## config.mk

```make
export PLATFORM = sky130hd
export DESIGN_NAME = add64_seq
export DESIGN_NICKNAME = d
export VERILOG_FILES = /design/src/rtl/add_seq_pkg.sv /design/src/rtl/add16.sv /design/src/rtl/add64_seq.sv
export SDC_FILE = /design/constraint.sdc
export NUM_CORES = 1
export LEC_CHECK = 0
export CAP_MARGIN = 20
export CORE_ASPECT_RATIO = 0.6
export CORE_MARGIN = 1.5
export CORE_UTILIZATION = 55
export DETAILED_ROUTE_END_ITERATION = 10
export GPL_TIMING_DRIVEN = 0
export PLACE_DENSITY_LB_ADDON = 0.25
export SLEW_MARGIN = 20
export SYNTH_ARGS = -nofsm -noshare
export SYNTH_HDL_FRONTEND = slang
export SYNTH_HIERARCHICAL = 1
export SYNTH_SLANG_ARGS = --single-unit
```

## constraint.sdc

```tcl
create_clock -name clk -period 11.15 [get_ports clk]
set_clock_uncertainty 0.05 [all_clocks]
set_input_delay 1.6725 -clock clk [delete_from_list [all_inputs] [get_ports clk]]
set_output_delay 1.6725 -clock clk [all_outputs]
set_load 0.01 [all_outputs]
```

## src/rtl/add_seq_pkg.sv

```systemverilog
// Shared constants and state encoding for the slice-serial 64-bit adder.
// No logic here; imported by add64_seq.
// Slice geometry is fixed at 4 x 16 bits.
package add_seq_pkg;

    localparam int WIDTH = 16;
    localparam int WORDS = 4;
    localparam int IDX_W = 2;

    typedef enum logic [1:0] {
        IDLE = 2'd0,
        RUN  = 2'd1,
        DONE = 2'd2
    } state_t;

endpackage

```

## src/rtl/add16.sv

```systemverilog
// 16-bit ripple adder slice with carry in/out.
// Latency: purely combinational.
// Backpressure: none.
module add16 (
    input  logic [15:0] A,
    input  logic [15:0] B,
    input  logic        Cin,
    output logic [15:0] Sum,
    output logic        Cout
);

    assign {Cout, Sum} = {1'b0, A} + {1'b0, B} + {16'd0, Cin};

endmodule

```

## src/rtl/add64_seq.sv

```systemverilog
// 64-bit add/subtract computed by one 16-bit adder over four slices, LS slice first.
// Latency: start accepted at edge t -> done high in the cycle after edge t+4.
// Backpressure: start is ignored while busy; no queuing.
module add64_seq #(
    parameter int WIDTH = add_seq_pkg::WIDTH,
    parameter int WORDS = add_seq_pkg::WORDS
) (
    input  logic                     clk,
    input  logic                     rst_n,
    input  logic                     start,
    input  logic [WIDTH*WORDS-1:0]   A,
    input  logic [WIDTH*WORDS-1:0]   B,
    input  logic                     Cin,
    input  logic                     Sub,
    output logic                     busy,
    output logic                     done,
    output logic [WIDTH*WORDS-1:0]   Sum,
    output logic                     Cout,
    output logic                     Overflow
);

    import add_seq_pkg::*;

    localparam int N   = WIDTH * WORDS;
    localparam int MSB = N - 1;

    state_t           state, state_nxt;
    logic [IDX_W-1:0] idx;
    logic             carry;
    logic [N-1:0]     a_r, b_r, sum_r;
    logic             cout_r, ovf_r;
    logic [WIDTH-1:0] a_sl, b_sl, s_sl;
    logic             c_sl;
    logic             last;

    assign last = (idx == IDX_W'(WORDS - 1));

    always_ff @(posedge clk) begin
        if (!rst_n) state <= IDLE;
        else        state <= state_nxt;
    end

    always_comb begin
        state_nxt = state;
        case (state)
            IDLE:    if (start) state_nxt = RUN;
            RUN:     if (last)  state_nxt = DONE;
            DONE:    state_nxt = IDLE;
            default: state_nxt = IDLE;
        endcase
    end

    // Slice multiplexers feeding the single shared adder.
    always_comb begin
        a_sl = '0;
        b_sl = '0;
        for (int w = 0; w < WORDS; w++) begin
            if (idx == IDX_W'(w)) begin
                a_sl = a_r[w*WIDTH +: WIDTH];
                b_sl = b_r[w*WIDTH +: WIDTH];
            end
        end
    end

    add16 u_add16 (
        .A    (a_sl),
        .B    (b_sl),
        .Cin  (carry),
        .Sum  (s_sl),
        .Cout (c_sl)
    );

    always_ff @(posedge clk) begin
        if (!rst_n) begin
            idx    <= '0;
            carry  <= 1'b0;
            a_r    <= '0;
            b_r    <= '0;
            sum_r  <= '0;
            cout_r <= 1'b0;
            ovf_r  <= 1'b0;
        end else begin
            case (state)
                IDLE: begin
                    if (start) begin
                        a_r   <= A;
                        b_r   <= Sub ? ~B : B;
                        carry <= Sub | Cin;
                        idx   <= '0;
                    end
                end
                RUN: begin
                    for (int w = 0; w < WORDS; w++) begin
                        if (idx == IDX_W'(w)) sum_r[w*WIDTH +: WIDTH] <= s_sl;
                    end
                    carry <= c_sl;
                    idx   <= last ? '0 : idx + 1'b1;
                    // Top slice result is still on the adder output here, not yet in sum_r.
                    if (last) begin
                        cout_r <= c_sl;
                        ovf_r  <= (a_r[MSB] == b_r[MSB]) && (s_sl[WIDTH-1] != a_r[MSB]);
                    end
                end
                default: ;
            endcase
        end
    end

    assign busy     = (state != IDLE);
    assign done     = (state == DONE);
    assign Sum      = sum_r;
    assign Cout     = cout_r;
    assign Overflow = ovf_r;

endmodule

```

==> run metrics, run 1 <==
TNS Setup=0 ps; Final Worst Setup Slack=~6400 ps; total CTS buffers=17; PortBufs=just under 200; Synth Flop Type=dfxtp_1; CP max-delay cell=xor2_1; global-route wire length before repair=approximately 46,000 µm; class of the worst hold path=flop to flop; worst-path fanout max=10; root buf cell=clkbuf_16; hold path depth=2; CTS Hold Buffers Added=0; Post-DRT Antenna Nets=0; Final HPWL DP=around 23,000 µm; syn avg cell area=~8 µm²; worst r2r src=idx[0]$_SDFFE_PN0P_; r2r setup slk=~6400 ps; io pins=201; synthesized area=~9900 µm²; Gate Count Post-Synth=approximately 1,200; Row Count=37; Worst Setup End Kind=flop; fmax=~210 MHz; Final Slew Violations=0; Final period util=a little over two fifths; pwr dens=137.7 nW/µm²; largest net degree at the start of global routing=20; CTS tree=done; Reg clk slew, reported paths=80 ps; FFs w/ async S/R, synth=0%; crit path from=idx[0]$_SDFFE_PN0P_; synth warn=6; Clk Latency, worst-skew pair=~450 ps; Min-Delay Endpoint=Sum[25]$_SDFFE_PN0P_; final wirelength=about 30,000 µm; grt met3 use=between 6 and 7%; die footprint=18,780 µm²; Layout Nets=between 1,500 and 2,000; met1 usage=roughly 47%; Worst setup SP type=flop; syn nets=1,365; total power=roughly 1800 µW; vias in the first global route=between 8,000 and 9,000; total congestion overflow=0; DRT Pass-1 Iters=5; routability cong.=approximately 0.91; Max Cap Viol=0; synth unique cells=52; Seq/Total Area, Yosys=about two fifths; clock sinks=roughly 200; Hold Crit Start=Sum[25]$_SDFFE_PN0P_; Starting Density=between 50% and 60%; Total GRT Usage=roughly 32%; post-cts sizing count=0; Slew @ Worst Pin=~650 ps; Critical Path Max Stage Delay=roughly 530 ps; DIE HEIGHT=roughly 110 µm; Vias/cell=5.615; Reg2Reg Depth=16; reg2reg end=Overflow$_SDFFE_PN0P_; Hold Fails Final Rpt=0; most used routing layer=met2; Setup Viol. Count Final=0; # DRC=0; drt first-iter violations=roughly 990; Seq cells post-synth=199; required time of the worst setup path=approximately 11,000 ps; Die Wd=~180 µm; Vias=between 9,000 and 10,000; commonest non-fill, non-tap cell in the layout=nand2_1; worst path arrival time=just over 5000 ps; H-Tree Depth=4; Clock Tree Buf Depth=2; leakage=~0.0053 µW; Area Overhead vs Synth=28.88%; wire per inst=approximately 18 µm; most frequent cells in the layout=nand2_1 (375), dfxtp_1 (199), clkdlybuf4s50_1 (198); Post-synth EDFFs=0; status=complete, no violations; fin crit period=4779 ps; crit path cell chain=inv_1 > ha_1 > buf_2 > buf_1 > a21oi_1 > o21ai_0 > a22o_1 > fa_1 > a21o_1 > and4_1 > o21ai_2 > o2bb2ai_1 > a211o_1 > xor2_1 > or3b_2 > a31oi_1; post-CTS setup buffer count=0; initial antenna violation count=1; worst vdd rail ir drop=0.0001246 V; core box area=around 17,000 µm²; pre-CTS setup slack=between 6000 and 7000 ps; Crit Path Class=flop to flop; layout cells sized above 1=approximately 7.3%; Worst slew margin=roughly 56%; global routing usage on met2=a little under half; unrepaired setup endpoints after global routing=false
==> worst max-delay path, delay by kind of cell, from the launching register on <==
family | cells | cell delay, ps
compound gates | 8 | 1690
xor+xnor | 1 | 530
flops | 1 | 410
fa+ha+maj | 2 | 730
buf+inv | 3 | 570
simple gates | 2 | 730
==> routing by layer <==
layer	up-vias	wire, µm
met5	-	0
met4	0	568
met3	51	3030
met2	451	12520
met1	4429	13890
li1	4480	-
==> kinds of logic (layout without fill, tap and decap cells) <==
group,Yosys count,in the layout,share of synthesized area [%]
adder cells (fa/ha/maj),21,21,2.815
XOR/XNOR,78,78,6.923
AND/OR/NAND/NOR,426,426,17.85
flip-flops,199,199,40.37
other,0,1,0
AO/OA/AOI/OAI,351,351,25.87
buffers and inverters,136,366,6.175
==> state kept, by name, indices dropped and copies added, names as in the netlist <==
register  count
Overflow      1
a_r          64
carry         1
Sum          64
b_r          64
idx           2
Cout          1
state         2
==> cell type report <==
type / count / area, µm²
clock inverter: 14 / 133.9
sequential: 199 / 3984
timing repair buffer: 198 / 1982
clock buffer: 18 / 439.2
antenna: 1 / 2.502
multi-input combinational: 876 / 5275
fill: 1370 / 4642
tap: 234 / 292.8
inverter: 38 / 142.6
buffer: 98 / 466.7
==> Yosys cell counts, types with 3 or more instances <==
library cell	count	area share, %
buf_4	7	0.53
nand3_1	3	0.15
o211a_1	48	4.9
nor2_1	5	0.19
nand2_1	375	14
ha_1	19	2.4
nand2b_1	5	0.32
nand3b_2	4	0.46
clkbuf_1	35	1.3
a21oi_1	74	3.8
a22o_1	32	2.8
and3b_1	4	0.35
a21boi_0	83	6.3
dfxtp_1	199	40
o21ai_0	37	1.9
buf_1	8	0.30
nor2b_1	5	0.32
inv_1	38	1.4
xnor2_1	73	6.5
buf_2	44	2.2
and3_1	17	1.1
o21bai_1	4	0.30
a21boi_1	46	3.5
a21oi_2	3	0.27
xor2_1	5	0.44
a21o_1	4	0.30
==> metrics by stage <==
stage | area, µm² | util [%] | std cells | hold slack, ps
after global placement | 12140 | 69.95 | 1643 | 391.9
after global routing | 12720 | 73.25 | 1675 | 427.1
final | 12720 | 73.26 | 1676 | 406.0
after CTS | 12720 | 73.25 | 1675 | 408.6
after floorplan | 9868 | - | 1211 | 385.3
after detailed placement | 12140 | 69.95 | 1643 | 398.7
==> power by group <==
part | internal (µW) | switching (µW) | leakage (µW)
logic | 160 | 204 | 0.00334
clock network | 304 | 306 | 0.000284
registers | 753 | 24.1 | 0.00163
total | 1220 | 535 | 0.00526
==> worst max path at each step <==
stage | endpoint | slack [ps] | depth (start not counted)
global route | Overflow$_SDFFE_PN0P_ | 6130 | 16
floorplan | Overflow$_SDFFE_PN0P_ | 7350 | 16
detailed placement | Overflow$_SDFFE_PN0P_ | 6550 | 16
CTS | Overflow$_SDFFE_PN0P_ | 6490 | 16
finish | Overflow$_SDFFE_PN0P_ | 6370 | 16
global placement | Overflow$_SDFFE_PN0P_ | 6670 | 16
(Power assumes the default switching activity.)
==> run 2, diff against run 1 <==
Settings changed: CORE_UTILIZATION 55 to 52.
Clock period 11.15 ns to 4.85 ns, I/O delays scaled along.
==> run 2 against run 1 <==
  * Die area rose by 5.6%
  * Register-to-register slack worse by 6100 ps
  * Utilization is 3.6 points lower
  * Power up 130%
  * Via count is 0.82% lower
  * Count of clock-buffer cells in the layout unchanged
  * Flip-flop and latch count stayed put
  * Combinational power rose by 130%
  * Critical path type unchanged
  * Critical endpoint unchanged
  * Largest power group unchanged
==> run metrics, run 2 (synthesized netlist as in run 1, its figures left out) <==
status=complete, no violations; class of the worst hold path=flop to flop; final wirelength=29,820 µm; dpl cells=1,649; fmax=between 200 and 250 MHz; die footprint=19,840 µm²; r2r setup slk=240 ps; H-Tree Depth=4; cell area after placement=around 12,000 µm²; Reg clk slew, reported paths=about 70 ps; DRT Pass-1 Iters=6; Power Internal=approximately 2800 µW; Net Switching=between 1000 and 1500 µW; Final Instance Area=between 10,000 and 15,000 µm²; core box area=about 18,000 µm²; Max Cap Viol=0; layout cells sized above 1=between 7 and 8%; reg2reg end=Overflow$_SDFFE_PN0P_; Comb pwr share=20.5%; worst path arrival time=roughly 4900 ps; CTS tree=done; Sw Ratio=a little under a third; required time of the worst setup path=between 5000 and 6000 ps; global-route wire length before repair=~46,000 µm; unrepaired setup endpoints after global routing=false; worst r2r src=idx[0]$_SDFFE_PN0P_; Clock Tree Buf Depth=2; io pins=201; routability cong.=around 0.95; Vias/cell=~5.6; fin crit period=4605 ps; commonest non-fill, non-tap cell in the layout=nand2_1; post-CTS setup buffer count=0; Worst setup SP type=flop; Crit Path Class=flop to flop; Area Overhead vs Synth=29.15%; total CTS buffers=17; Reg2Reg Depth=16; Clk Latency, worst-skew pair=roughly 450 ps; Vias=9,334; vias in the first global route=around 8,600; Slew @ Worst Pin=between 600 and 700 ps; worst-path fanout max=10; Final Worst Setup Slack=approximately 240 ps; Antenna Cells=0; Worst Setup End Kind=flop; pwr dens=315.9 nW/µm²; TNS Setup=0 ps; wire per inst=roughly 18 µm; # DRC=0; leakage=0.005266 µW; Die Wd=approximately 180 µm; Hold Fails Final Rpt=0; Starting Density=53.91%; largest net degree at the start of global routing=20; root buf cell=clkbuf_16; pre-CTS setup slack=around 220 ps; worst vdd rail ir drop=0.0002498 V; DIE HEIGHT=between 100 and 150 µm; total power=roughly 4000 µW; Setup Viol. Count Final=0; clock sinks=199; total congestion overflow=0; most frequent cells in the layout=nand2_1 (375), dfxtp_1 (199), clkdlybuf4s50_1 (198); critical path endpoint=Overflow$_SDFFE_PN0P_; Layout Cells excl Fill=between 1,500 and 2,000; Worst slew margin=a little under three fifths; Clk pwr share=35.1%; PortBufs=198; Layout Nets=around 1,600; drt first-iter violations=958; Flop pwr share=between 40 and 50%; Post-DRT Antenna Nets=0; Final HPWL DP=roughly 23,000 µm; Final Slew Violations=0; crit path from=idx[0]$_SDFFE_PN0P_; Row Count=38; Final period util=94.95%; Total GRT Usage=30.20%; initial antenna violation count=0
## run 2: changes by cell type in the layout (fill, tap and decap cells not counted), sizes merged
cell and change:
clkinv +4, inv -3, clkinvlp -1, diode -1
## run 2: what timing repair did
action                                  4_1_cts  5_1_grt
resized for setup                             0        2
hold buffers                                  0        0
endpoints found under the setup margin        0        2
## run 2: routing by layer
| layer | GRT usage (%) | routed length (µm) |
|---|---|---|
| met3 | 7.751 | 3228 |
| met2 | 45.09 | 12210 |
| met1 | 43.11 | 13890 |
| met5 | 0 | 0 |
| met4 | 8.403 | 490 |
## run 2: power by group through the flow
| stage | Clock, µW | Sequential [µW] | Combinational (µW) |
|---|---|---|---|
| floorplan | 0 | 1810 | 480 |
| global placement | 0 | 1820 | 784 |
| detailed placement | 0 | 1820 | 798 |
| CTS | 1400 | 1780 | 805 |
| global route | 1460 | 1790 | 890 |
| finish | 1410 | 1790 | 827 |
## run 2: stage by stage
stage	hold WS [ps]	utilization [%]
5_1_grt	418.9	69.62
6_report	404.1	69.62
2_1_floorplan	385.3	-
3_3_place_gp	392.1	66.38
4_1_cts	405.7	69.54
3_5_place_dp	396.0	66.38
## run 2: how the worst min path moves through the flow
stage                               startpoint                    to  slack [ps]  cells past startpoint
after global placement    Sum[23]$_SDFFE_PN0P_  Sum[23]$_SDFFE_PN0P_         390                      2
final                     Sum[27]$_SDFFE_PN0P_  Sum[27]$_SDFFE_PN0P_         400                      2
after detailed placement  Sum[27]$_SDFFE_PN0P_  Sum[27]$_SDFFE_PN0P_         400                      2
after global routing      Sum[28]$_SDFFE_PN0P_  Sum[28]$_SDFFE_PN0P_         420                      2
after CTS                 Sum[27]$_SDFFE_PN0P_  Sum[27]$_SDFFE_PN0P_         410                      2
after floorplan            a_r[0]$_SDFFE_PN0P_   a_r[0]$_SDFFE_PN0P_         390                      2
## run 2: critical path, stage by stage (launching register included)
cell	delay, ps
dfxtp_1	430
inv_1	100
ha_1	250
buf_2	220
buf_1	240
a21oi_1	180
o21ai_0	160
a22o_1	300
fa_1	490
a21o_1	210
and4_1	230
o21ai_2	240
o2bb2ai_1	120
a211o_1	340
xor2_2	360
or3b_2	480
a31oi_1	160
## run 2: layout make-up
class | count | area, µm²
clock buffers | 18 | 439.2
multi-input cells | 876 | 5290
flip-flops and latches | 199 | 3984
clock inverters | 14 | 140.1
repair buffers | 198 | 1982
inverters | 38 | 142.6
plain buffers | 98 | 466.7
well taps | 240 | 300.3
fillers | 1442 | 5560
==> run 3, diff against run 2 <==
--- a/config.mk
+++ b/config.mk
@@ -13,4 +13,5 @@
 export GPL_TIMING_DRIVEN = 0
 export PLACE_DENSITY_LB_ADDON = 0.25
+export RECOVER_POWER = 50
 export SLEW_MARGIN = 20
 export SYNTH_ARGS = -nofsm -noshare
--- a/constraint.sdc
+++ b/constraint.sdc
@@ -3,3 +3,3 @@
 set_input_delay 0.7275 -clock clk [delete_from_list [all_inputs] [get_ports clk]]
 set_output_delay 0.7275 -clock clk [all_outputs]
-set_load 0.01 [all_outputs]
+set_load 0.1 [all_outputs]
==> run 3 against run 2 <==
  * Routed wire length is 0.19% higher
  * Utilization is 0.17 points lower
  * Via count grew 0.22%
  * Sequential power about the same
  * Critical path type unchanged
==> run metrics, run 3 (synthesized netlist as in run 1, its figures left out) <==
status=complete, no violations; worst r2r src=idx[0]$_SDFFE_PN0P_; Net Switching=about 1300 µW; commonest non-fill, non-tap cell in the layout=nand2_1; Setup Viol. Count Final=0; Comb pwr share=between 20 and 25%; Antenna Cells=0; hold path depth=2; CTS tree=done; Layout Nets=1,582; Flop pwr share=43.3%; Max Cap Viol=0; Final period util=between 90 and 100%; largest net degree at the start of global routing=20; global-route wire length before repair=between 40,000 and 50,000 µm; Hold Fails Final Rpt=0; # DRC=0; Worst Setup End Kind=flop; Clk Latency, worst-skew pair=between 400 and 500 ps; Power Internal=2790 µW; CTS Hold Buffers Added=0; PortBufs=slightly below 200; H-Tree Depth=4; Crit Path Class=flop to flop; worst path arrival time=roughly 4900 ps; worst-path fanout max=10; leakage=approximately 0.0052 µW; Final Slew Violations=0; root buf cell=clkbuf_16; Sw Ratio=32.26%; unrepaired setup endpoints after global routing=false; clock sinks=approximately 200; fmax=roughly 220 MHz; Hold Crit Start=Sum[27]$_SDFFE_PN0P_; post-cts sizing count=0; Vias=between 9,000 and 10,000; Starting Density=53.91%; wire per inst=~18 µm; DIE HEIGHT=between 100 and 150 µm; Min-Delay Endpoint=Sum[27]$_SDFFE_PN0P_; Clock Tree Buf Depth=2; final wirelength=about 30,000 µm; r2r setup slk=about 250 ps; pwr dens=324.0 nW/µm²; Reg clk slew, reported paths=70 ps; layout cells sized above 1=between 6 and 7%; Worst slew margin=under 10%; reg2reg end=Overflow$_SDFFE_PN0P_; class of the worst hold path=flop to flop; vias in the first global route=8,635; Vias/cell=~5.6; total congestion overflow=0; die footprint=approximately 20,000 µm²; Reg2Reg Depth=16; Slew @ Worst Pin=roughly 1400 ps; worst vdd rail ir drop=between 0.0002 and 0.00025 V; required time of the worst setup path=a little over 5000 ps; Total GRT Usage=a little under a third; initial antenna violation count=0; Util after Layout=between 60% and 70%; Worst setup SP type=flop; io pins=201; cell area after placement=12,150 µm²; post-CTS setup buffer count=0; Clk pwr share=approximately 34%; most frequent cells in the layout=nand2_1 (375), dfxtp_1 (199), clkdlybuf4s50_1 (196); Post-DRT Antenna Nets=0; Row Count=38; Fill cells=around 1,500; routability cong.=~0.95; core box area=between 15,000 and 20,000 µm²; Final Instance Area=~13,000 µm²; fin crit period=~4600 ps; TNS Setup=0 ps; Die Wd=between 150 and 200 µm; Final HPWL DP=between 20,000 and 25,000 µm; Area Overhead vs Synth=28.83%; total CTS buffers=17; drt first-iter violations=approximately 1,000; DRT Pass-1 Iters=7
-- run 3: power groups by stage --
stage / Combinational, µW / Sequential, µW / Clock, µW
finish: 923 / 1790 / 1410
floorplan: 485 / 1910 / 0
global placement: 886 / 1820 / 0
CTS: 907 / 1780 / 1400
global route: 986 / 1790 / 1460
detailed placement: 900 / 1820 / 0
-- run 3: metrics by stage --
step | hold WS, ps | setup slack, ps | std cells | power [µW]
3_3_place_gp | 392.1 | 342.7 | 1649 | 2705
5_1_grt | 418.9 | 58.53 | 1681 | 4244
2_1_floorplan | 385.3 | 1054 | 1211 | 2394
4_1_cts | 405.7 | 224.5 | 1681 | 4086
6_report | 404.2 | 252.2 | 1681 | 4119
3_5_place_dp | 396.0 | 224.7 | 1649 | 2721
-- run 3: routing by layer --
layer | wire, µm | global-route usage (%) | up-vias
met5 | 0 | 0 | -
met1 | 13940 | 43.11 | 4354
li1 | - | - | 4479
met2 | 12260 | 45.09 | 480
met3 | 3249 | 7.751 | 42
met4 | 425 | 8.403 | 0
-- run 3: critical path, stage by stage (launching register included) --
cell and delay (ps):
dfxtp_1 420, inv_1 90, ha_1 250, buf_2 220
buf_1 240, a21oi_1 190, o21ai_0 160, a22o_1 300
fa_1 490, a21o_1 210, and4_1 230, o21ai_2 240
o2bb2ai_1 120, a211o_1 340, xor2_2 340, or3b_2 480
a31oi_1 160
-- run 3: cell type report --
type                            count  area [µm²]  area share, %
Multi-Input combinational cell    876        5279          41.52
Sequential cell                   199        3984          31.34
Timing Repair Buffer              198        1982          15.59
Buffer                             98       446.7          3.513
Clock buffer                       18       439.2          3.454
Tap cell                          240       300.3          2.362
Inverter                           38       142.6          1.122
Clock inverter                     14       140.1          1.102
-- run 3: worst max path at each step --
stage / startpoint / to / slack (ps)
6_report: idx[0]$_SDFFE_PN0P_ / Overflow$_SDFFE_PN0P_ / 250
5_1_grt: idx[0]$_SDFFE_PN0P_ / Sum[10]$_SDFFE_PN0P_ / 60
4_1_cts: idx[0]$_SDFFE_PN0P_ / Overflow$_SDFFE_PN0P_ / 220
3_5_place_dp: idx[0]$_SDFFE_PN0P_ / Overflow$_SDFFE_PN0P_ / 220
3_3_place_gp: idx[0]$_SDFFE_PN0P_ / Overflow$_SDFFE_PN0P_ / 340
2_1_floorplan: idx[0]$_SDFFE_PN0P_ / Overflow$_SDFFE_PN0P_ / 1050
